`config.mk`:
```
export PLATFORM = sky130hd
export DESIGN_NAME = alu_op_sequencer
export DESIGN_NICKNAME = d
export VERILOG_FILES = /design/src/rtl/alu_ctrl_pkg.sv /design/src/rtl/alu_op_decode.sv /design/src/rtl/alu_op_sequencer.sv
export SDC_FILE = /design/constraint.sdc
export NUM_CORES = 1
export LEC_CHECK = 0
export ABC_AREA = 0
export CORE_ASPECT_RATIO = 0.75
export CORE_UTILIZATION = 38
export CTS_CLUSTER_DIAMETER = 200
export DETAILED_ROUTE_END_ITERATION = 8
export HOLD_SLACK_MARGIN = 0.12
export PLACE_DENSITY = 0.76
export SYNTH_ARGS = -nofsm -noshare
export SYNTH_HDL_FRONTEND = slang
export SYNTH_SLANG_ARGS = --single-unit
```
`constraint.sdc`:
```
create_clock -name clock -period 2.5 [get_ports clock]
set_input_delay 0.75 -clock clock [delete_from_list [all_inputs] [get_ports clock]]
set_output_delay 0.75 -clock clock [all_outputs]
set_load 0.005 [all_outputs]
```
`src/rtl/alu_ctrl_pkg.sv`:
```
// Shared definitions for the ALU operation sequencer.
//  - Opcode encodings understood by the downstream ALU (OP_ADD..OP_DIV).
//  - Sequencer state encoding.
//  - Helper telling which opcodes produce a meaningful HI result.
package alu_ctrl_pkg;

  localparam logic [3:0] OP_ADD  = 4'd0;
  localparam logic [3:0] OP_SUB  = 4'd1;
  localparam logic [3:0] OP_AND  = 4'd2;
  localparam logic [3:0] OP_OR   = 4'd3;
  localparam logic [3:0] OP_NEG  = 4'd4;
  localparam logic [3:0] OP_NOT  = 4'd5;
  localparam logic [3:0] OP_SHR  = 4'd6;
  localparam logic [3:0] OP_SHRA = 4'd7;
  localparam logic [3:0] OP_SHL  = 4'd8;
  localparam logic [3:0] OP_ROR  = 4'd9;
  localparam logic [3:0] OP_ROL  = 4'd10;
  localparam logic [3:0] OP_MUL  = 4'd11;
  localparam logic [3:0] OP_DIV  = 4'd12;
  localparam logic [3:0] OP_LAST = 4'd12;

  typedef enum logic [1:0] {
    IDLE = 2'd0,
    EXEC = 2'd1,
    RESP = 2'd2
  } state_t;

  // MUL and DIV are the only ops whose HI output is architecturally written.
  function automatic logic op_writes_hi(input logic [3:0] opcode);
    return (opcode == OP_MUL) || (opcode == OP_DIV);
  endfunction

endpackage

```
`src/rtl/alu_op_decode.sv`:
```
// Combinational classifier for an incoming ALU request.
// Ports:
//  i_opcode       opcode of the request
//  i_b            operand B (needed for divide-by-zero detection)
//  o_legal        opcode is one the ALU implements
//  o_div_by_zero  DIV with B == 0
//  o_writes_hi    op updates the HI register
//  o_cycles       number of exec cycles the ALU needs (0 for illegal ops)
module alu_op_decode
  import alu_ctrl_pkg::*;
#(
  parameter int unsigned BASIC_CYCLES = 1,
  parameter int unsigned MUL_CYCLES   = 2,
  parameter int unsigned DIV_CYCLES   = 4
) (
  input  logic [3:0]  i_opcode,
  input  logic [31:0] i_b,
  output logic        o_legal,
  output logic        o_div_by_zero,
  output logic        o_writes_hi,
  output logic [7:0]  o_cycles
);

  // Classify the opcode and look up its exec latency.
  always_comb begin
    o_legal       = 1'b0;
    o_div_by_zero = 1'b0;
    o_writes_hi   = 1'b0;
    o_cycles      = 8'd0;
    if (i_opcode <= OP_LAST) begin
      o_legal       = 1'b1;
      o_div_by_zero = (i_opcode == OP_DIV) && (i_b == 32'd0);
      o_writes_hi   = op_writes_hi(i_opcode);
      case (i_opcode)
        OP_MUL:  o_cycles = 8'(MUL_CYCLES);
        OP_DIV:  o_cycles = 8'(DIV_CYCLES);
        default: o_cycles = 8'(BASIC_CYCLES);
      endcase
    end else begin
      o_legal       = 1'b0;
      o_div_by_zero = 1'b0;
      o_writes_hi   = 1'b0;
      o_cycles      = 8'd0;
    end
  end

endmodule

```
`src/rtl/alu_op_sequencer.sv`:
```
// Multi-cycle sequencer in front of a combinational HI/LO ALU.
// Accepts one request per handshake, holds opcode/operands/exec stable for
// the op's latency, captures LO/HI, and returns a response with HI/LO
// register write pulses on the response handshake.
// Ports:
//  clock, clear                 rising-edge clock, synchronous active-low reset
//  req_valid/req_ready          request handshake (ready only in IDLE)
//  req_opcode/req_a/req_b       request payload
//  alu_opcode/alu_exec/alu_a/b  drive to the ALU (from latched regs)
//  alu_result/alu_hi            ALU LO and HI results
//  rsp_valid/rsp_ready          response handshake
//  rsp_lo/rsp_hi/rsp_err        captured response
//  lo_we/hi_we                  register write pulses on the response handshake
//  busy                         sequencer not in IDLE
module alu_op_sequencer
  import alu_ctrl_pkg::*;
#(
  parameter int unsigned BASIC_CYCLES = 1,
  parameter int unsigned MUL_CYCLES   = 2,
  parameter int unsigned DIV_CYCLES   = 4
) (
  input  logic        clock,
  input  logic        clear,
  input  logic        req_valid,
  output logic        req_ready,
  input  logic [3:0]  req_opcode,
  input  logic [31:0] req_a,
  input  logic [31:0] req_b,
  output logic [3:0]  alu_opcode,
  output logic        alu_exec,
  output logic [31:0] alu_a,
  output logic [31:0] alu_b,
  input  logic [31:0] alu_result,
  input  logic [31:0] alu_hi,
  output logic        rsp_valid,
  input  logic        rsp_ready,
  output logic [31:0] rsp_lo,
  output logic [31:0] rsp_hi,
  output logic        rsp_err,
  output logic        lo_we,
  output logic        hi_we,
  output logic        busy
);

  state_t      r_state;
  state_t      w_next_state;
  logic [3:0]  r_opcode;
  logic [31:0] r_a;
  logic [31:0] r_b;
  logic [7:0]  r_cnt;
  logic [31:0] r_rsp_lo;
  logic [31:0] r_rsp_hi;
  logic        r_rsp_err;
  logic        r_writes_hi;

  logic        w_legal;
  logic        w_div_by_zero;
  logic        w_writes_hi;
  logic [7:0]  w_cycles;
  logic        w_req_ready;
  logic        w_exec;
  logic        w_rsp_valid;
  logic        w_lo_we;
  logic        w_hi_we;
  logic        w_accept;

  alu_op_decode #(
    .BASIC_CYCLES (BASIC_CYCLES),
    .MUL_CYCLES   (MUL_CYCLES),
    .DIV_CYCLES   (DIV_CYCLES)
  ) u_decode (
    .i_opcode      (req_opcode),
    .i_b           (req_b),
    .o_legal       (w_legal),
    .o_div_by_zero (w_div_by_zero),
    .o_writes_hi   (w_writes_hi),
    .o_cycles      (w_cycles)
  );

  // Next-state and handshake/strobe decode for the sequencer FSM.
  always_comb begin
    w_next_state = r_state;
    w_req_ready  = 1'b0;
    w_exec       = 1'b0;
    w_rsp_valid  = 1'b0;
    w_lo_we      = 1'b0;
    w_hi_we      = 1'b0;
    case (r_state)
      IDLE: begin
        w_req_ready = 1'b1;
        if (req_valid) begin
          // Illegal ops and divide-by-zero answer immediately without touching the ALU.
          if (!w_legal || w_div_by_zero) begin
            w_next_state = RESP;
          end else begin
            w_next_state = EXEC;
          end
        end else begin
          w_next_state = IDLE;
        end
      end
      EXEC: begin
        w_exec = 1'b1;
        if (r_cnt == 8'd0) begin
          w_next_state = RESP;
        end else begin
          w_next_state = EXEC;
        end
      end
      RESP: begin
        w_rsp_valid = 1'b1;
        if (rsp_ready) begin
          w_lo_we      = !r_rsp_err;
          w_hi_we      = !r_rsp_err && r_writes_hi;
          w_next_state = IDLE;
        end else begin
          w_next_state = RESP;
        end
      end
      default: begin
        w_next_state = IDLE;
      end
    endcase
  end

  assign w_accept = w_req_ready && req_valid;

  // State, operand latch, latency counter and response capture.
  always_ff @(posedge clock) begin
    if (!clear) begin
      r_state     <= IDLE;
      r_opcode    <= 4'd0;
      r_a         <= 32'd0;
      r_b         <= 32'd0;
      r_cnt       <= 8'd0;
      r_rsp_lo    <= 32'd0;
      r_rsp_hi    <= 32'd0;
      r_rsp_err   <= 1'b0;
      r_writes_hi <= 1'b0;
    end else begin
      r_state <= w_next_state;
      case (r_state)
        IDLE: begin
          if (w_accept) begin
            r_opcode    <= req_opcode;
            r_a         <= req_a;
            r_b         <= req_b;
            r_writes_hi <= w_writes_hi;
            if (!w_legal) begin
              r_rsp_lo  <= 32'd0;
              r_rsp_hi  <= 32'd0;
              r_rsp_err <= 1'b1;
            end else if (w_div_by_zero) begin
              r_rsp_lo  <= 32'hFFFF_FFFF;
              r_rsp_hi  <= req_a;
              r_rsp_err <= 1'b1;
            end else begin
              r_cnt <= w_cycles - 8'd1;
            end
          end
        end
        EXEC: begin
          if (r_cnt == 8'd0) begin
            r_rsp_lo  <= alu_result;
            r_rsp_hi  <= alu_hi;
            r_rsp_err <= 1'b0;
          end else begin
            r_cnt <= r_cnt - 8'd1;
          end
        end
        default: begin
          r_cnt <= r_cnt;
        end
      endcase
    end
  end

  // Handshakes and strobes are forced low while clear is asserted, even
  // before the synchronous reset edge has returned the FSM to IDLE.
  assign req_ready  = clear && w_req_ready;
  assign alu_exec   = clear && w_exec;
  assign rsp_valid  = clear && w_rsp_valid;
  assign lo_we      = clear && w_lo_we;
  assign hi_we      = clear && w_hi_we;
  assign busy       = (r_state != IDLE);

  assign alu_opcode = r_opcode;
  assign alu_a      = r_a;
  assign alu_b      = r_b;
  assign rsp_lo     = r_rsp_lo;
  assign rsp_hi     = r_rsp_hi;
  assign rsp_err    = r_rsp_err;

endmodule
```
==> out/results.tsv <==
metric	value	unit
H-tree Lvls	4	
drt wl/cell	19.0	um
Routed Antenna Nets	0	
Worst EP required	2.82	ns
GPL Wtd Cong	0.815	
TNS Setup	-2.01	ns
vias in the first global route	6824	
met3 WL post-DR	2400	um
ys async rst share	0	
Top Metal Used	met4	
most used cell, CP	buf_6	
maximum vdd drop	0.469	mV
vias post-DR	6979	
HP Class	reg2reg	
largest net degree at the start of global routing	70	
ys flop type	dfxtp_1	
element type at the critical path end	flop	
slew margin rel.	0.485	
RSZ-0062 raised after global routing	true	
M1 WL	10400	um
I/O Pins	275	
Std-Cell Core Area	16100	um2
failing checks	setup timing	
HPWL Detailed	14700	um
first-pass GRT wire length	36000	um
max-slew violation count	0	
EDFF count, synth	0	
DR WL met2	11200	um
Tcrit/Tclk final	1.04	
Initial DRT Pass Iterations	5	
Final Critical Period	2.60	ns
crit path from	req_opcode[1]	
Crit Path Category	in2reg	
crit-path max FO	8	
Final Hold Vio Count	0	
CTS tree	done	
Initial DRC Count	389	
CTS max path bufs	2	
placed insts	1219	
maxcap violations	0	
syn_nets	893	
WP data arrival	2.92	ns
nets@finish	1191	
CTS buffer count	17	
fillers	1330	
CP Cell Sequence	clkdlybuf4s50_1, nand4bb_4, or3_4, buf_6, nor4_4, buf_6, buf_12, clkbuf_16, o21ai_1, o211a_1	
fin util	0.669	
syn avg cell area	8.29	um2
hold buffers post-CTS	0	
wirelength, routed	24300	um
FF+latch count, synth	144	
r2r worst-path depth	6	
worst clock skew	0.0138	ns
final setup vio count	46	
Clk Latency, worst-skew pair	0.43	ns
register area share after synthesis	0.460	
Synth-to-Final Area Change	71.4	%
design area	10700	um2
Cell Area, Placed	9450	um2
yosys warns	0	
Gate Count Post-Synth	756	
Initial Util	0.390	
pwr dens	703	nW/um2
height of the die	113	um
setup slack after layout	-0.102	ns
startpoint class of the critical path	input pin	
CTS Sinks	144	
Buffers on Ports	274	
Vias/cell	5.46	
Post-route DRC	0	
die span in x	150	um
fin cells	1278	
crit path to	rsp_hi[21]$_SDFFE_PN0P_	
CTS clk-pin slew, worst paths	0.06	ns
Root Buffer	clkbuf_16	
status	finished with violations	
FF-to-FF End	rsp_lo[1]$_SDFFE_PN0P_	
die area	17000	um2
fmax	384	MHz
Row Count	40	
Static Leak	4.40	nW
Remaining Overflow, GRT	0	
initial antenna violation count	0	
fraction of layout cells with a size suffix above 1	0.171	
Cell Area, Synth	6270	um2
slowest stage cell, crit path	clkdlybuf4s50_1	
max incr delay on CP	0.42	ns
Unique masters post-synth	54	
GRT Total Usage	0.274	
Tightest Pin Transition	0.772	ns
worst r2r src	r_cnt[4]$_SDFFE_PN0P_	
setup slack, reg-to-reg	0.11	ns
## worst min-delay path by stage
stage                                     from                    endpoint  slack (ns)  cells after the start
finish              alu_opcode[0]$_SDFFE_PN0P_  alu_opcode[0]$_SDFFE_PN0P_        0.45                      2
global route             alu_b[0]$_SDFFE_PN0P_       alu_b[0]$_SDFFE_PN0P_        0.47                      2
floorplan             r_writes_hi$_SDFFE_PN0P_    r_writes_hi$_SDFFE_PN0P_        0.45                      2
global placement         alu_a[4]$_SDFFE_PN0P_       alu_a[4]$_SDFFE_PN0P_        0.44                      2
detailed placement      alu_b[20]$_SDFFE_PN0P_      alu_b[20]$_SDFFE_PN0P_        0.45                      2
CTS                     alu_b[17]$_SDFFE_PN0P_      alu_b[17]$_SDFFE_PN0P_        0.45                      2
## critical path, delay by kind of cell
kind,cells,cell delay [ns]
buffers and inverters,5,1.04
and+or+nand+nor,3,0.92
AOI/OAI and AO/OA,2,0.22
## timing repair
action / 4_1_cts / 5_1_grt
setup endpoints to repair: 78 / 77
resized for setup: 59 / 92
pin swaps: 12 / 61
buffers inserted: 12 / 6
gates cloned: 7 / 4
## state kept, by name (all words and copies together) (netlist names)
signal       count
rsp_lo          32
alu_a           32
r_state          2
r_writes_hi      1
r_cnt            8
rsp_hi          32
rsp_err          1
alu_opcode       4
alu_b           32
## synthesized netlist by cell type (2+ instances only)
master,count,area share
o22ai_1,2,0.0020
nand2_1,146,0.087
dfxtp_1,144,0.46
buf_1,2,0.0012
nor3_1,3,0.0024
a2bb2oi_1,2,0.0028
clkbuf_1,56,0.034
and3_1,33,0.033
buf_2,7,0.0056
o211ai_1,3,0.0036
clkbuf_2,2,0.0016
inv_1,2,0.0012
nand3_1,35,0.028
nand4_1,2,0.0020
o211a_1,33,0.053
a21oi_1,142,0.11
o221ai_1,32,0.045
o311ai_0,4,0.0056
nor2_1,9,0.0054
nand2b_1,2,0.0020
nor2b_1,2,0.0020
buf_6,5,0.0090
mux2i_1,3,0.0048
buf_8,3,0.0072
or4_1,4,0.0048
o21ai_0,39,0.031
or3_1,3,0.0030
or3b_2,2,0.0028
nor4_1,9,0.0090
## power breakdown
part	internal, W	switching (W)	total (W)	leakage, nW
logic	0.00119	0.00107	0.00226	2.95
clock network	0.00147	0.00105	0.00252	0.272
registers	0.00260	0.000169	0.00276	1.18
total	0.00525	0.00229	0.00755	4.40
## per-layer routing
metal	up-vias	track usage
li1	3355	-
met1	3312	0.342
met2	282	0.439
met3	30	0.102
met4	0	0.0788
met5	-	0
## logic make-up after synthesis
logic type	share of synthesized area
compound gates	0.273
simple gates	0.200
flops	0.460
buf+inv	0.0599
mux	0.00479
fa+ha+maj	0.00200
## layout by cell type, fill, tap and decap left out, types with 5 or more instances in the layout
| cell | count |
|---|---|
| a21oi_1 | 139 |
| and3_1 | 33 |
| buf_12 | 10 |
| buf_16 | 5 |
| buf_2 | 5 |
| buf_4 | 53 |
| buf_6 | 9 |
| clkbuf_16 | 20 |
| clkdlybuf4s50_1 | 242 |
| dfxtp_1 | 144 |
| dlygate4sd2_1 | 13 |
| dlymetal6s2s_1 | 8 |
| nand2_1 | 146 |
| nand3_1 | 34 |
| nor2_1 | 9 |
| nor4_4 | 5 |
| o211a_1 | 33 |
| o21ai_0 | 6 |
| o21ai_1 | 11 |
| o21ai_2 | 23 |
| o221ai_1 | 21 |
| o221ai_2 | 10 |
## final cells by class
class / instances / area [um2] / area share
diodes: 2 / 5.00 / 0.000466
repair buffers: 352 / 3610 / 0.336
well taps: 210 / 263 / 0.0245
clock inverters: 13 / 141 / 0.0132
inverters: 3 / 13.8 / 0.00128
flip-flops and latches: 144 / 2880 / 0.268
multi-input cells: 536 / 3400 / 0.316
clock buffers: 18 / 429 / 0.0400
## through the flow
step	hold WS (ns)	total power [W]	setup WS (ns)
3_3_place_gp	0.441	0.00489	-0.677
2_1_floorplan	0.447	0.00375	-0.165
3_5_place_dp	0.446	0.00492	-0.690
6_report	0.453	0.00755	-0.102
5_1_grt	0.467	0.00791	-0.135
4_1_cts	0.454	0.00746	-0.0852
No activity file was read; power rests on OpenSTA's default activity.
